File: src/rtl/hazard_pkg.sv
`default_nettype none
// ============================================================================
//  Module   : hazard_pkg
//  Purpose  : Shared encodings and sizing helper for the RV32 hazard controller
//  Revision : 1.0 - initial release
// ============================================================================
package hazard_pkg;

    localparam logic [1:0] FWD_RF  = 2'b00;
    localparam logic [1:0] FWD_W   = 2'b01;
    localparam logic [1:0] FWD_M   = 2'b10;

    localparam logic [1:0] S_RUN   = 2'd0;
    localparam logic [1:0] S_LU    = 2'd1;
    localparam logic [1:0] S_DMISS = 2'd2;

    // Width of the bubble counter: clog2(bubbles + 1), minimum 1.
    function automatic int bub_cnt_w(input int bubbles);
        int w;
        w = 1;
        while ((1 << w) < (bubbles + 1)) w++;
        return w;
    endfunction

endpackage
`default_nettype wire

File: src/rtl/hazard_perf_cnt.sv
`default_nettype none
// ============================================================================
//  Module   : hazard_perf_cnt
//  Purpose  : Stall / redirect / D-miss event counters with synchronous clear
//  Revision : 1.0 - initial release
// ============================================================================
module hazard_perf_cnt #(
    parameter int CNT_W = 32
) (
    input  logic             clk,
    input  logic             rst,
    input  logic             i_stall_inc,
    input  logic             i_redir_inc,
    input  logic             i_dmiss_inc,
    output logic [CNT_W-1:0] o_stall_cnt,
    output logic [CNT_W-1:0] o_redir_cnt,
    output logic [CNT_W-1:0] o_dmiss_cnt
);

    logic [CNT_W-1:0] r_stall_cnt;
    logic [CNT_W-1:0] r_redir_cnt;
    logic [CNT_W-1:0] r_dmiss_cnt;

    always_ff @(posedge clk) begin
        if (rst) begin
            r_stall_cnt <= '0;
            r_redir_cnt <= '0;
            r_dmiss_cnt <= '0;
        end else begin
            if (i_stall_inc) r_stall_cnt <= r_stall_cnt + CNT_W'(1);
            if (i_redir_inc) r_redir_cnt <= r_redir_cnt + CNT_W'(1);
            if (i_dmiss_inc) r_dmiss_cnt <= r_dmiss_cnt + CNT_W'(1);
        end
    end

    assign o_stall_cnt = r_stall_cnt;
    assign o_redir_cnt = r_redir_cnt;
    assign o_dmiss_cnt = r_dmiss_cnt;

endmodule
`default_nettype wire

File: src/rtl/hazard_ctrl_v2.sv
`default_nettype none
// ============================================================================
//  Module   : hazard_ctrl_v2
//  Purpose  : 5-stage RV32 stall/flush/forward control with load-use FSM,
//             D-cache freeze and performance counters
//  Revision : 1.0 - initial release
// ============================================================================
module hazard_ctrl_v2
    import hazard_pkg::*;
#(
    parameter int REG_AW           = 5,
    parameter int FORWARD_EN       = 1,
    parameter int LOAD_USE_BUBBLES = 1,
    parameter int CNT_W            = 32
) (
    input  logic              CPU_CLK,
    input  logic              CPU_RST,
    input  logic              ICacheMiss,
    input  logic              DCacheMiss,
    input  logic              BranchE,
    input  logic              JalrE,
    input  logic              JalD,
    input  logic [REG_AW-1:0] Rs1D,
    input  logic [REG_AW-1:0] Rs2D,
    input  logic [REG_AW-1:0] Rs1E,
    input  logic [REG_AW-1:0] Rs2E,
    input  logic [REG_AW-1:0] RdE,
    input  logic [REG_AW-1:0] RdM,
    input  logic [REG_AW-1:0] RdW,
    input  logic [1:0]        RegReadD,
    input  logic [1:0]        RegReadE,
    input  logic [2:0]        MemToRegE,
    input  logic [2:0]        MemToRegM,
    input  logic [2:0]        RegWriteE,
    input  logic [2:0]        RegWriteM,
    input  logic [2:0]        RegWriteW,
    output logic              StallF,
    output logic              FlushF,
    output logic              StallD,
    output logic              FlushD,
    output logic              StallE,
    output logic              FlushE,
    output logic              StallM,
    output logic              FlushM,
    output logic              StallW,
    output logic              FlushW,
    output logic [1:0]        Forward1E,
    output logic [1:0]        Forward2E,
    output logic [CNT_W-1:0]  StallCnt,
    output logic [CNT_W-1:0]  RedirectCnt,
    output logic [CNT_W-1:0]  DMissCnt
);

    localparam int                 c_bub_w    = bub_cnt_w(LOAD_USE_BUBBLES);
    localparam logic [c_bub_w-1:0] c_bub_init = c_bub_w'(LOAD_USE_BUBBLES - 1);
    localparam logic [c_bub_w-1:0] c_bub_one  = c_bub_w'(1);

    function automatic logic hit(input logic [REG_AW-1:0] x,
                                 input logic [REG_AW-1:0] y,
                                 input logic [2:0]        wr);
        return (x == y) && (y != '0) && (wr != 3'd0);
    endfunction

    logic [1:0]         r_state;
    logic [c_bub_w-1:0] r_cnt;

    logic w_d_hit_e;
    logic w_d_hit_m;
    logic w_load_use;
    logic w_raw;
    logic w_redir;
    logic w_in_lu;

    assign w_d_hit_e = (RegReadD[1] && hit(Rs1D, RdE, RegWriteE)) ||
                       (RegReadD[0] && hit(Rs2D, RdE, RegWriteE));
    assign w_d_hit_m = (RegReadD[1] && hit(Rs1D, RdM, RegWriteM)) ||
                       (RegReadD[0] && hit(Rs2D, RdM, RegWriteM));

    // A load still in M is a hazard only when its data arrives more than a cycle late.
    assign w_load_use = ((MemToRegE != 3'd0) && w_d_hit_e) ||
                        ((LOAD_USE_BUBBLES >= 2) && (MemToRegM != 3'd0) && w_d_hit_m);
    assign w_raw      = (FORWARD_EN == 0) && (w_d_hit_e || w_d_hit_m);
    assign w_redir    = BranchE || JalrE;

    // Leaving DMISS with bubbles outstanding resumes the LU sequence in that same cycle.
    assign w_in_lu = (r_state == S_LU) || ((r_state == S_DMISS) && (r_cnt != '0));

    always_ff @(posedge CPU_CLK) begin
        if (CPU_RST) begin
            r_state <= S_RUN;
            r_cnt   <= '0;
        end else if (DCacheMiss) begin
            r_state <= S_DMISS;
        end else if (w_redir) begin
            r_state <= S_RUN;
            r_cnt   <= '0;
        end else if (w_in_lu) begin
            r_cnt   <= r_cnt - c_bub_one;
            r_state <= (r_cnt == c_bub_one) ? S_RUN : S_LU;
        end else if (w_load_use && (LOAD_USE_BUBBLES > 1)) begin
            r_state <= S_LU;
            r_cnt   <= c_bub_init;
        end else begin
            r_state <= S_RUN;
        end
    end

    always_comb begin
        {StallF, FlushF, StallD, FlushD, StallE,
         FlushE, StallM, FlushM, StallW, FlushW} = 10'b0;
        if (CPU_RST) begin
            {FlushF, FlushD, FlushE, FlushM, FlushW} = 5'b11111;
        end else if (DCacheMiss) begin
            {StallF, StallD, StallE, StallM, FlushW} = 5'b11111;
        end else if (w_redir) begin
            FlushD = 1'b1;
            FlushE = 1'b1;
        end else if (w_load_use || w_in_lu || w_raw) begin
            StallF = 1'b1;
            StallD = 1'b1;
            FlushE = 1'b1;
        end else if (ICacheMiss) begin
            StallF = 1'b1;
            FlushD = 1'b1;
        end else if (JalD) begin
            FlushD = 1'b1;
        end
    end

    always_comb begin
        Forward1E = FWD_RF;
        Forward2E = FWD_RF;
        if (!CPU_RST && (FORWARD_EN != 0)) begin
            if (RegReadE[1] && hit(Rs1E, RdM, RegWriteM))      Forward1E = FWD_M;
            else if (RegReadE[1] && hit(Rs1E, RdW, RegWriteW)) Forward1E = FWD_W;
            if (RegReadE[0] && hit(Rs2E, RdM, RegWriteM))      Forward2E = FWD_M;
            else if (RegReadE[0] && hit(Rs2E, RdW, RegWriteW)) Forward2E = FWD_W;
        end
    end

    hazard_perf_cnt #(
        .CNT_W (CNT_W)
    ) u_perf (
        .clk         (CPU_CLK),
        .rst         (CPU_RST),
        .i_stall_inc (StallF),
        .i_redir_inc (!DCacheMiss && (BranchE || JalrE || JalD)),
        .i_dmiss_inc (DCacheMiss),
        .o_stall_cnt (StallCnt),
        .o_redir_cnt (RedirectCnt),
        .o_dmiss_cnt (DMissCnt)
    );

endmodule
`default_nettype wire

File: config.mk
export PLATFORM = sky130hd
export DESIGN_NAME = hazard_ctrl_v2
export DESIGN_NICKNAME = d
export VERILOG_FILES = /design/src/rtl/hazard_pkg.sv /design/src/rtl/hazard_perf_cnt.sv /design/src/rtl/hazard_ctrl_v2.sv
export SDC_FILE = /design/constraint.sdc
export NUM_CORES = 1
export LEC_CHECK = 0
export BUFFER_PORTS_ARGS = -buffer_cell sky130_fd_sc_hd__buf_2
export CAP_MARGIN = 20
export CORE_MARGIN = 8
export CORE_UTILIZATION = 46
export DETAILED_ROUTE_END_ITERATION = 8
export PLACE_DENSITY = 0.87
export SYNTH_ARGS = -nofsm -noshare
export SYNTH_HDL_FRONTEND = slang
export SYNTH_HIERARCHICAL = 1
export SYNTH_SLANG_ARGS = --single-unit
export TNS_END_PERCENT = 5
File: constraint.sdc
create_clock -name CPU_CLK -period 3.1 [get_ports CPU_CLK]
set_clock_uncertainty 0.1 [all_clocks]
set_input_delay 0.31 -clock CPU_CLK [delete_from_list [all_inputs] [get_ports CPU_CLK]]
set_output_delay 0.31 -clock CPU_CLK [all_outputs]
set_load 0.005 [all_outputs]
==> results.json, run 1 <==
{
  "outcome": "finished, final reports clean",
  "diodes": 0,
  "wl_microns": 14610,
  "ys_types": 50,
  "grt_max_degree": 59,
  "layout-drive-gt1-share_pct": 26.01,
  "antenna_found_initial": 0,
  "layout_commonest_cell": "buf_2",
  "clk_latency_ps": 350,
  "clkTransAtPathRegs_ps": 70,
  "track_usage_pct": 19.09,
  "via_count": 5426,
  "synth_nets": 695,
  "dpl.hpwl_microns": 10810,
  "fmax_ghz": 0.3507,
  "synth_edf_count": 0,
  "detail_route.first_pass.iterations": 5,
  "min_period_over_period_pct": 91.97,
  "coreArea_sq_um": 11270,
  "grtUsageMet3_pct": 6.440,
  "p_leak_uw": 0.002511,
  "start_util_pct": 46.59,
  "critPathKind": "flip-flop to flip-flop",
  "cts.sink_count": 99,
  "avgSynthCellArea_sq_um": 8.322,
  "yosys_warnings": 6,
  "p_per_area_nw_per_um2": 415.6,
  "cts_tree": "built",
  "path_buf_inv": 1,
  "gp_congestion": 0.8370,
  "cts_made_buffers": 9,
  "async_flop_share_pct": 0,
  "crit_chain": "nand3b_1 > nand2_1 > a2111oi_0 > a211oi_2 > nand4_4 > or4_1 > buf_4 > or4_1 > a21oi_1",
  "critPathMaxFanout": 18,
  "end_kind": "flip-flop",
  "rsz0062_at_grt": "false",
  "critical_path_required_ps": 3280,
  "fin_crit_ps": 2851,
  "grt.overflow.total": 0,
  "setup_viol": 0,
  "slew_violations": 0,
  "post-cts-setup-buffers": 0,
  "crit_path_start_kind": "flip-flop",
  "crit_slowest_cell": "or4_1",
  "setup_tns_ps": 0,
  "slew_headroom_pct": 57.52,
  "final_hold_viol_count": 0,
  "clock_path_buffers": 2,
  "synthesis.area_sq_um": 5251,
  "fp.dieH_microns": 122.8,
  "grt_pass1_vias": 4969,
  "gr-usage-met1_pct": 23.02,
  "dieArea_sq_um": 15090,
  "syn_to_final_growth_pct": 24.47,
  "holdWs_ps": 241.0,
  "synth-seq-cells": 99,
  "drc": 0,
  "ys_seq_area_share_pct": 37.74,
  "worst_pin_slew_ps": 637.2,
  "critPathMaxStageDelay_ps": 520,
  "die_w_microns": 122.8,
  "ir_drop_mv": 0.3032,
  "wl_per_cell_microns": 15.62,
  "crit_path_frequent_cell": "or4_1",
  "crit_family": "simple AND/OR/NAND/NOR gates",
  "synthFlopType": "dfxtp_1",
  "synthCells": 631,
  "ctsResizeCount": 0,
  "io_pins": 171,
  "antenna_left": 0,
  "grt_use_met2_pct": 30.78,
  "grt_busiest_layer": "met2",
  "via_per_inst": 5.803,
  "rows": 39,
  "max_cap_viol_count": 0,
  "fin_nets": 851,
  "hp-class": "primary input to flip-flop",
  "port-buffer-count": 166,
  "drt_iter0_drc": 495,
  "holdBufCountCts": 0,
  "arrival_ps": 3030,
  "layout_common_cells": "buf_2, dfxtp_1, a21oi_1",
  "cts.htree.levels": 3,
  "cts-root-buf": "clkbuf_16",
  "grt_pass1_wl_microns": 23520
}
## tightest hold or removal path, cell delays in order
cell and delay, ps:
buf_2 110, or3_1 160, nor4_1 60
## synth_stat cells, types with 2 or more instances
cell type | count | area share (%)
a211oi_1 | 4 | 0.57
a21oi_1 | 58 | 5.5
a32oi_1 | 2 | 0.33
and2_1 | 4 | 0.48
and3_1 | 9 | 1.1
and4_1 | 15 | 2.5
buf_1 | 2 | 0.14
buf_2 | 4 | 0.38
buf_4 | 4 | 0.57
clkbuf_1 | 22 | 1.6
dfxtp_1 | 99 | 38
ha_1 | 3 | 0.71
inv_1 | 12 | 0.86
mux2_2 | 3 | 0.64
mux2i_1 | 3 | 0.57
nand2_1 | 34 | 2.4
nand3_1 | 29 | 2.8
nand4_1 | 32 | 3.8
nor2_1 | 49 | 3.5
nor2b_1 | 5 | 0.60
nor3_1 | 17 | 1.6
nor4_1 | 15 | 1.8
o21ai_0 | 26 | 2.5
o21ai_1 | 2 | 0.19
o31ai_1 | 30 | 4.3
or3_1 | 28 | 3.3
or3_2 | 2 | 0.29
or4_1 | 35 | 5.0
xnor2_1 | 31 | 5.2
xor2_1 | 32 | 5.3
## where the power goes
part,total [uW],switching [uW],internal (uW)
clock network,1240,486,750
registers,1290,11.0,1280
logic,190,103,87.3
total,2720,600,2120
## stage by stage
stage	instance area, sq um	worst slack (ps)	std cells	total power [uW]	util, %
5_1_grt	6536	44.71	935	2822	57.99
2_1_floorplan	5256	50.23	631	1418	-
6_report	6536	248.9	935	2717	57.99
4_1_cts	6536	250.3	935	2737	57.99
3_3_place_gp	6207	53.23	919	1506	55.07
3_5_place_dp	6207	16.08	919	1511	55.07
## final timing paths
kind                                          from                                   to  slack (ps)  cells past startpoint
worst max-delay path            r_cnt$_SDFFE_PP0P_  u_perf/o_stall_cnt[24]$_SDFFE_PP0P_         250                      9
worst min register to register  r_cnt$_SDFFE_PP0P_                r_state[0]$_SDFF_PP0_         390                      1
worst max register to register  r_cnt$_SDFFE_PP0P_  u_perf/o_stall_cnt[24]$_SDFFE_PP0P_         250                      9
worst min-delay path                         JalrE                r_state[0]$_SDFF_PP0_         240                      3
## cells by family after synthesis
| group | synth area share [%] |
|---|---|
| buf+inv | 3.741 |
| fa+ha+maj | 0.7149 |
| xor+xnor | 10.51 |
| simple gates | 31.28 |
| other cells | 0.07141 |
| flops | 37.74 |
| compound gates | 14.73 |
| mux | 1.215 |
## layer usage
layer  routed length [microns]  up-vias
li1                          -     2676
met1                      6194     2516
met2                      6844      212
met3                      1221       22
met4                       344        0
met5                         0        -
## state kept, by name, summed over array words and instances (netlist names)
register and count:
u_perf/o_redir_cnt 32, r_state 2, r_cnt 1, u_perf/o_dmiss_cnt 32, u_perf/o_stall_cnt 32
## area by class of cell
class	count	area (sq um)
Multi-Input combinational cell	487	3078
Timing Repair Buffer	178	923.4
Sequential cell	99	1982
Clock inverter	4	72.57
Inverter	12	45.04
Clock buffer	12	256.5
Tap cell	143	178.9
Fill cell	1002	4736
No activity file was read; power rests on OpenSTA's default activity.
==> inputs of run 2 (changes only) <==
--- a/config.mk
+++ b/config.mk
@@ -11,6 +11,7 @@
 export CORE_UTILIZATION = 46
 export DETAILED_ROUTE_END_ITERATION = 8
 export PLACE_DENSITY = 0.87
+export RECOVER_POWER = 100
 export SYNTH_ARGS = -nofsm -noshare
 export SYNTH_HDL_FRONTEND = slang
 export SYNTH_HIERARCHICAL = 1
==> results.json, run 2 (synthesis gave the netlist of run 1 again) <==
{
  "setup_viol": 0,
  "fp.dieH_microns": 122.8,
  "crit_slowest_cell": "or4_1",
  "clkTransAtPathRegs_ps": 70,
  "holdWs_ps": 239.5,
  "slew_violations": 0,
  "grt_max_degree": 59,
  "crit_path_frequent_cell": "or4_1",
  "r2r_setup_slack_ps": 210,
  "crit_path_start_kind": "flip-flop",
  "max_cap_viol_count": 0,
  "totalPowerFinal_uw": 2713,
  "cts_tree": "built",
  "fin_area_sq_um": 6431,
  "ir_drop_mv": 0.3032,
  "drt_iter0_drc": 501,
  "fmax_ghz": 0.3457,
  "critPathLaunch": "r_cnt$_SDFFE_PP0P_",
  "end_kind": "flip-flop",
  "via_count": 5423,
  "p_per_area_nw_per_um2": 421.8,
  "antenna_found_initial": 0,
  "cts.htree.levels": 3,
  "detail_route.first_pass.iterations": 5,
  "gp_congestion": 0.8370,
  "hp-class": "primary input to flip-flop",
  "final_hold_viol_count": 0,
  "critPathMaxStageDelay_ps": 520,
  "holdBufCountCts": 0,
  "outcome": "finished, final reports clean",
  "antenna_left": 0,
  "coreArea_sq_um": 11270,
  "arrival_ps": 3060,
  "path_buf_inv": 1,
  "layout-drive-gt1-share_pct": 17.17,
  "dpl.hpwl_microns": 10810,
  "track_usage_pct": 19.09,
  "clk_latency_ps": 350,
  "ctsResizeCount": 0,
  "layout_common_cells": "buf_2, dfxtp_1, clkbuf_1",
  "wl_per_cell_microns": 15.62,
  "cts_made_buffers": 9,
  "port-buffer-count": 166,
  "grt.overflow.total": 0,
  "cts-root-buf": "clkbuf_16",
  "post-cts-setup-buffers": 0,
  "diodes": 0,
  "r2r_start": "r_cnt$_SDFFE_PP0P_",
  "via_per_inst": 5.800,
  "rows": 39,
  "critPathMaxFanout": 18,
  "grt_pass1_vias": 4969,
  "drc": 0,
  "dieArea_sq_um": 15090,
  "slew_headroom_pct": 10.82,
  "critPathKind": "flip-flop to flip-flop",
  "placed_area_sq_um": 6207,
  "setup_tns_ps": 0,
  "cp-endpoint": "u_perf/o_stall_cnt[24]$_SDFFE_PP0P_",
  "p_leak_uw": 0.002220,
  "wl_microns": 14610,
  "cts.sink_count": 99,
  "critical_path_required_ps": 3260,
  "clock_path_buffers": 2,
  "die_w_microns": 122.8,
  "fin_nets": 851,
  "syn_to_final_growth_pct": 22.47,
  "start_util_pct": 46.59,
  "min_period_over_period_pct": 93.31,
  "io_pins": 171,
  "rsz0062_at_grt": "false",
  "crit_family": "simple AND/OR/NAND/NOR gates",
  "crit_chain": "nand3b_1 > nand2_1 > a2111oi_0 > a211oi_2 > nand4_4 > or4_1 > buf_4 > or4_1 > a21oi_1",
  "layout_commonest_cell": "buf_2",
  "rr_worst_depth": 9,
  "path_depth": 9,
  "worst_pin_slew_ps": 1338,
  "fin_crit_ps": 2893,
  "grt_pass1_wl_microns": 23520,
  "reg2reg_to": "u_perf/o_stall_cnt[24]$_SDFFE_PP0P_"
}
run 2: layout make-up:
| type | count | area, sq um |
|---|---|---|
| repair buffers | 178 | 819.5 |
| well taps | 143 | 178.9 |
| clock buffers | 12 | 256.5 |
| fillers | 1051 | 4841 |
| flip-flops and latches | 99 | 1982 |
| multi-input cells | 487 | 3077 |
| clock inverters | 4 | 72.57 |
| inverters | 12 | 45.04 |
run 2: worst min path at each step:
stage	startpoint	endpoint	slack (ps)	depth (start not counted)
after floorplan	DCacheMiss	r_state[0]$_SDFF_PP0_	290	1
final	JalrE	r_state[0]$_SDFF_PP0_	240	3
after global routing	JalrE	r_state[0]$_SDFF_PP0_	260	3
after detailed placement	u_perf/o_dmiss_cnt[19]$_SDFFE_PP0P_	u_perf/o_dmiss_cnt[19]$_SDFFE_PP0P_	380	2
after global placement	u_perf/o_redir_cnt[31]$_SDFFE_PP0P_	u_perf/o_redir_cnt[31]$_SDFFE_PP0P_	370	2
after CTS	JalrE	r_state[0]$_SDFF_PP0_	230	3
run 2: worst register-to-register path, cell delays in order, from the launching register on:
cell,delay (ps)
dfxtp_1,370
nand3b_1,120
nand2_1,230
a2111oi_0,130
a211oi_2,340
nand4_4,110
or4_1,520
buf_4,210
or4_1,510
a21oi_1,170
run 2: routing by layer:
layer	GRT usage, %	vias to the layer above	wire length, microns
li1	-	2679	-
met1	23.02	2534	6278
met2	30.78	187	6864
met3	6.440	23	1135
met4	7.388	0	329
met5	0	-	0
run 2: per-stage QoR:
| stage | instances | utilization [%] | setup slack, ps |
|---|---|---|---|
| after floorplan | 631 | - | 50.23 |
| after global placement | 919 | 55.07 | 53.23 |
| after detailed placement | 919 | 55.07 | 16.08 |
| after CTS | 935 | 57.99 | 250.3 |
| after global routing | 935 | 57.05 | 25.12 |
| final | 935 | 57.05 | 207.4 |
run 2: report_power, final:
group          switching (uW)  internal [uW]  leakage, uW  total (uW)
Clock                     486            750     0.000159        1240
Sequential               11.1           1280     0.000798        1290
Combinational             103           82.9      0.00126         186
Total                     600           2110      0.00222        2710
